[config.mk]
export PLATFORM = sky130hd
export DESIGN_NAME = program_sequencer
export DESIGN_NICKNAME = d
export VERILOG_FILES = /design/src/rtl/sequencer_pkg.sv /design/src/rtl/seq_watchdog.sv /design/src/rtl/program_sequencer.sv
export SDC_FILE = /design/constraint.sdc
export NUM_CORES = 1
export LEC_CHECK = 0
export CORE_UTILIZATION = 30
export CTS_BUF_LIST = sky130_fd_sc_hd__clkbuf_2 sky130_fd_sc_hd__clkbuf_4 sky130_fd_sc_hd__clkbuf_8
export DETAILED_ROUTE_END_ITERATION = 6
export PLACE_DENSITY = 0.58
export REMOVE_ABC_BUFFERS = 1
export SYNTH_ARGS = -nofsm -noshare
export SYNTH_HDL_FRONTEND = slang
export SYNTH_HIERARCHICAL = 1
export SYNTH_SLANG_ARGS = --single-unit
export TNS_END_PERCENT = 10
[constraint.sdc]
create_clock -name clk_i -period 4.3 [get_ports clk_i]
set_input_delay 0.645 -clock clk_i [delete_from_list [all_inputs] [get_ports clk_i]]
set_output_delay 0.645 -clock clk_i [all_outputs]
set_load 0.03 [all_outputs]
[src/rtl/sequencer_pkg.sv]
// Shared definitions for the program sequencer: opcode field layout, control
// opcodes handled locally, and the sequencer state encoding.
package sequencer_pkg;

    localparam int OP_LSB = 16;
    localparam int OP_W   = 4;

    localparam logic [OP_W-1:0] OP_NOP  = 4'b0000;
    localparam logic [OP_W-1:0] OP_JMP  = 4'b1110;
    localparam logic [OP_W-1:0] OP_HALT = 4'b1111;

    typedef enum logic [2:0] {
        IDLE,
        FETCH,
        DECODE,
        ISSUE,
        RELEASE,
        HALTED,
        FAULT
    } seq_state_e;

endpackage

[src/rtl/seq_watchdog.sv]
// Cycle counter with clear and enable; flags the last enabled cycle before
// the count would reach TerminalCount.
module seq_watchdog #(
    parameter int TerminalCount = 64
) (
    input  logic clk_i,
    input  logic rst_i,
    input  logic clear_i,
    input  logic enable_i,
    output logic expired_o
);

    localparam int CntW = $clog2(TerminalCount + 1);

    logic [CntW-1:0] count_q;
    logic [CntW-1:0] count_d;

    always_comb begin
        count_d = count_q;
        if (clear_i) begin
            count_d = '0;
        end else if (enable_i) begin
            count_d = count_q + CntW'(1);
        end
    end

    always_ff @(posedge clk_i) begin
        if (rst_i) begin
            count_q <= '0;
        end else begin
            count_q <= count_d;
        end
    end

    // Asserted on the cycle whose closing edge brings the count to TerminalCount.
    assign expired_o = enable_i && (count_q == CntW'(TerminalCount - 1));

endmodule

[src/rtl/program_sequencer.sv]
// Fetches opcodes from a synchronous program ROM, executes NOP/JMP/HALT
// locally and hands every other opcode to the executor over OpCode/Done.
module program_sequencer
    import sequencer_pkg::*;
#(
    parameter int ProgAddrWidth = 8,
    parameter int OpCodeWidth   = 20,
    parameter int TimeoutCycles = 64,
    parameter int CountWidth    = 16
) (
    input  logic                     clk_i,
    input  logic                     rst_i,
    input  logic                     start_i,
    output logic [ProgAddrWidth-1:0] prog_addr_o,
    input  logic [OpCodeWidth-1:0]   prog_data_i,
    output logic [OpCodeWidth-1:0]   opcode_o,
    input  logic                     done_i,
    output logic                     busy_o,
    output logic                     halted_o,
    output logic                     fault_o,
    output logic [ProgAddrWidth-1:0] pc_o,
    output logic [CountWidth-1:0]    instr_count_o
);

    seq_state_e               state_q;
    seq_state_e               state_d;
    logic [ProgAddrWidth-1:0] pc_q;
    logic [ProgAddrWidth-1:0] pc_d;
    logic [OpCodeWidth-1:0]   opcode_q;
    logic [OpCodeWidth-1:0]   opcode_d;
    logic [CountWidth-1:0]    count_q;
    logic [CountWidth-1:0]    count_d;
    logic [OP_W-1:0]          op;
    logic                     wd_active;
    logic                     wd_clear;
    logic                     wd_expired;

    assign op = prog_data_i[OP_LSB +: OP_W];

    // The watchdog only runs while an opcode is outstanding; a retirement restarts it for RELEASE.
    assign wd_active = (state_q == ISSUE) || (state_q == RELEASE);
    assign wd_clear  = !wd_active || ((state_q == ISSUE) && done_i);

    seq_watchdog #(
        .TerminalCount(TimeoutCycles)
    ) u_watchdog (
        .clk_i    (clk_i),
        .rst_i    (rst_i),
        .clear_i  (wd_clear),
        .enable_i (wd_active),
        .expired_o(wd_expired)
    );

    always_ff @(posedge clk_i) begin
        if (rst_i) begin
            state_q <= IDLE;
        end else begin
            state_q <= state_d;
        end
    end

    always_comb begin
        state_d = state_q;
        case (state_q)
            IDLE:    if (start_i) state_d = FETCH;
            FETCH:   state_d = DECODE;
            DECODE: begin
                case (op)
                    OP_NOP:  state_d = FETCH;
                    OP_JMP:  state_d = FETCH;
                    OP_HALT: state_d = HALTED;
                    default: state_d = ISSUE;
                endcase
            end
            // Done takes priority over a watchdog expiring on the same edge.
            ISSUE: begin
                if (done_i) begin
                    state_d = RELEASE;
                end else if (wd_expired) begin
                    state_d = FAULT;
                end
            end
            RELEASE: begin
                if (!done_i) begin
                    state_d = FETCH;
                end else if (wd_expired) begin
                    state_d = FAULT;
                end
            end
            HALTED:  if (start_i) state_d = FETCH;
            FAULT:   if (start_i) state_d = FETCH;
            default: state_d = IDLE;
        endcase
    end

    always_comb begin
        busy_o   = (state_q == FETCH) || (state_q == DECODE) ||
                   (state_q == ISSUE) || (state_q == RELEASE);
        halted_o = (state_q == HALTED);
        fault_o  = (state_q == FAULT);
    end

    always_comb begin
        pc_d     = pc_q;
        opcode_d = opcode_q;
        count_d  = count_q;
        case (state_q)
            DECODE: begin
                case (op)
                    OP_NOP:  pc_d = pc_q + ProgAddrWidth'(1);
                    OP_JMP:  pc_d = prog_data_i[ProgAddrWidth-1:0];
                    OP_HALT: pc_d = pc_q;
                    default: opcode_d = prog_data_i;
                endcase
            end
            ISSUE: begin
                if (done_i) begin
                    opcode_d = '0;
                    pc_d     = pc_q + ProgAddrWidth'(1);
                    count_d  = count_q + CountWidth'(1);
                end else if (wd_expired) begin
                    opcode_d = '0;
                end
            end
            HALTED, FAULT: begin
                if (start_i) pc_d = '0;
            end
            default: begin
                opcode_d = '0;
            end
        endcase
    end

    always_ff @(posedge clk_i) begin
        if (rst_i) begin
            pc_q     <= '0;
            opcode_q <= '0;
            count_q  <= '0;
        end else begin
            pc_q     <= pc_d;
            opcode_q <= opcode_d;
            count_q  <= count_d;
        end
    end

    assign prog_addr_o   = pc_q;
    assign pc_o          = pc_q;
    assign opcode_o      = opcode_q;
    assign instr_count_o = count_q;

endmodule

==> results_dict.tcl <==
set metrics [dict create \
    dr.pass1.iters 4 \
    power.density_nw_per_um2 290 \
    row_count 36 \
    cts_buffers 5 \
    design_area_um2 3870 \
    clk_path_buf_depth 2 \
    grt_first_pass_wirelength_mm 12.0 \
    yosysWarnings 6 \
    worst_ir_drop_vdd_mv 0.194 \
    synth_ff_type "dfxtp_1" \
    crit_top_cell "nor2_1" \
    io_pins 79 \
    ys_seq_area_share_pct 36.2 \
    root_buffer "clkbuf_8" \
    htreeDepth 2 \
    ctsHoldBuffers 0 \
    fillers 1035 \
    core_um2 9730 \
    status "finished, final reports clean" \
    worst_skew_pair.late_latency_ns 0.31 \
    cpPeakStageDelay_ns 0.68 \
    numPortBuffers 78 \
    start_util_pct 30.7 \
    synthArstFlopShare_pct 0 \
    syn_inst 357 \
    tns_ns 0 \
    worst_path_max_delay_cell "dfxtp_1" \
    vias_per_cell 5.02 \
    route.vias.total 2747 \
    cellLeakagePower_nw 1.33 \
    cp_max_fo 20 \
    place_area_um2 3750 \
    cts_sinks 54 \
    synth-edff-count 0 \
    setup_viol 0 \
    grt_usage_pct 14.5 \
    critPathLaunchType "register" \
    slew_headroom_pct 25.7 \
    ys_ff_latch 54 \
    wl_per_cell_um 13.6 \
    wl_mm 7.46 \
    syn_to_final_growth_pct 29.5 \
    worst_slew_pin_slew_ns 1.11 \
    fmax_mhz 271 \
    fp.dieH_um 102 \
    min_period_ns 3.69 \
    cts_tree "yes" \
    cp_cell_sequence "nor2b_1 > nand2_1 > o21ai_0 > nand4_4 > nor3_1 > nor2_1 > a21oi_1 > o21ai_2 > a22oi_1 > nor2_1" \
    synth_area_um2 2990 \
    worstSetupPathType "register to register" \
    rsz0062_at_grt "no" \
    drc 0 \
    antenna_cells 0 \
    maxCapViolCount 0 \
    min_path_cells 2 \
    dieWidth_um 102 \
    reg2reg_setup_slack_ns 0.61 \
    first_global_vias 2503 \
    cts_setup_buffers 0 \
    nets 440 \
    antenna_found_initial 0 \
    ctsResizeCount 0 \
    arrival_ns 3.86 \
    hpwlAfterDp_mm 5.27 \
    synth_top_area_share_pct 36.2 \
    whs_ns 0.501 \
    critical_path_required_ns 4.47 \
    post-synth-top-count-cell "nor2_1" \
    dr.first_iter.drc_count 197 \
    reg2regPathDepth 10 \
    clk_pin_slew_worst_paths_ns 0.11 \
    antenna_left 0 \
    syn_area_per_cell_um2 8.36 \
    gp_congestion 0.808 \
    ys_top_cells_by_count "nor2_1, dfxtp_1, nand2_1" \
    multi_input_area_um2 1690 \
    min_path_type "register to register" \
    skew_ns 0.00754 \
    endpoint_kind "register" \
    final-hold-violation-count 0 \
    die_area_um2 10400 \
    ys_top_cells_by_area "dfxtp_1, nor2_1, o21ai_0" \
    synthDistinctLibCells 60 \
    grt.overflow.total 0 \
    post-route-period-util_pct 85.7 \
    grt_max_degree 52 \
    yosys.area.top_type "dfxtp_1" \
    slew_violations 0 \
    seqCellArea_um2 1080 \
    drive_above_1_share_pct 6.28 \
]
==> registers in the layout, summed over array words and instances, names as in the netlist <==
register,flops
state_q,3
instr_count_o,16
u_watchdog/count_q,7
opcode_o,20
pc_o,8
==> placed cells by master (no fill, tap or decap), drive strengths merged, types with 2 or more instances in the layout <==
master / netlist / routed
clkdlybuf4s50: 0 / 77
nor2: 55 / 55
dfxtp: 54 / 54
nand2: 27 / 27
o21ai: 24 / 24
a21oi: 21 / 21
a22oi: 12 / 12
mux2i: 11 / 11
xnor2: 9 / 9
and2: 9 / 9
or3: 9 / 9
xor2: 8 / 8
inv: 7 / 8
nand4: 8 / 8
nand3: 7 / 7
nor3: 7 / 7
nor2b: 5 / 5
clkbuf: 9 / 5
nand2b: 4 / 4
and3: 4 / 4
a211oi: 3 / 3
o21a: 3 / 3
o2111ai: 3 / 3
ha: 3 / 3
nor4: 3 / 3
and3b: 2 / 2
a31oi: 2 / 2
and4b: 2 / 2
nand3b: 2 / 2
o221ai: 2 / 2
o22ai: 2 / 2
a2bb2oi: 2 / 2
a221oi: 2 / 2
buf: 21 / 2
==> kinds of logic (layout without fill, tap and decap cells) <==
family	Yosys count	count (layout)	synth area share, %
flip-flops	54	54	36.2
AO/OA/AOI/OAI	85	85	19.4
AND/OR/NAND/NOR	150	150	27.2
multiplexers	11	11	3.69
adder cells (fa/ha/maj)	3	3	1.26
buffers and inverters	37	94	7.29
XOR/XNOR	17	17	4.99
==> metal layers <==
layer	global-route usage [%]	part of all wire, %
met5	0	0
met4	5.46	1.4
met3	2.35	6.0
met2	22.3	43
met1	20.4	50
==> layout make-up <==
type	instances	share of cell area, %
Clock buffer	5	1.78
Tap cell	133	4.30
Timing Repair Buffer	79	20.3
Sequential cell	54	28.0
Clock inverter	3	1.23
Inverter	7	0.680
Multi-Input combinational cell	266	43.8
==> power breakdown <==
| group | internal, mW | switching, mW |
|---|---|---|
| Combinational | 0.0962 | 0.133 |
| Sequential | 0.514 | 0.0190 |
| Clock | 0.177 | 0.181 |
| Total | 0.787 | 0.332 |
==> path summary, 6_finish.rpt <==
kind	from	endpoint
min	u_watchdog/count_q[5]	u_watchdog/count_q[5]
max reg2reg	state_q[1]	opcode_o[9]
max	state_q[1]	opcode_o[9]
min reg2reg	u_watchdog/count_q[5]	u_watchdog/count_q[5]
==> stage by stage <==
step	total power, mW	cells	worst slack [ns]	util, %
floorplan	0.672	327	1.41	-
global placement	0.771	539	0.857	38.5
detailed placement	0.774	539	0.618	38.5
CTS	1.13	547	0.595	39.7
global route	1.18	547	0.159	39.7
finish	1.12	547	0.614	39.7
==> critical path: cells and delay by family (launching register included) <==
family	cells	cell delay, ns
flops	1	0.68
compound gates	4	1.24
simple gates	6	1.61
Note: power is estimated with default switching activity, not from simulation.
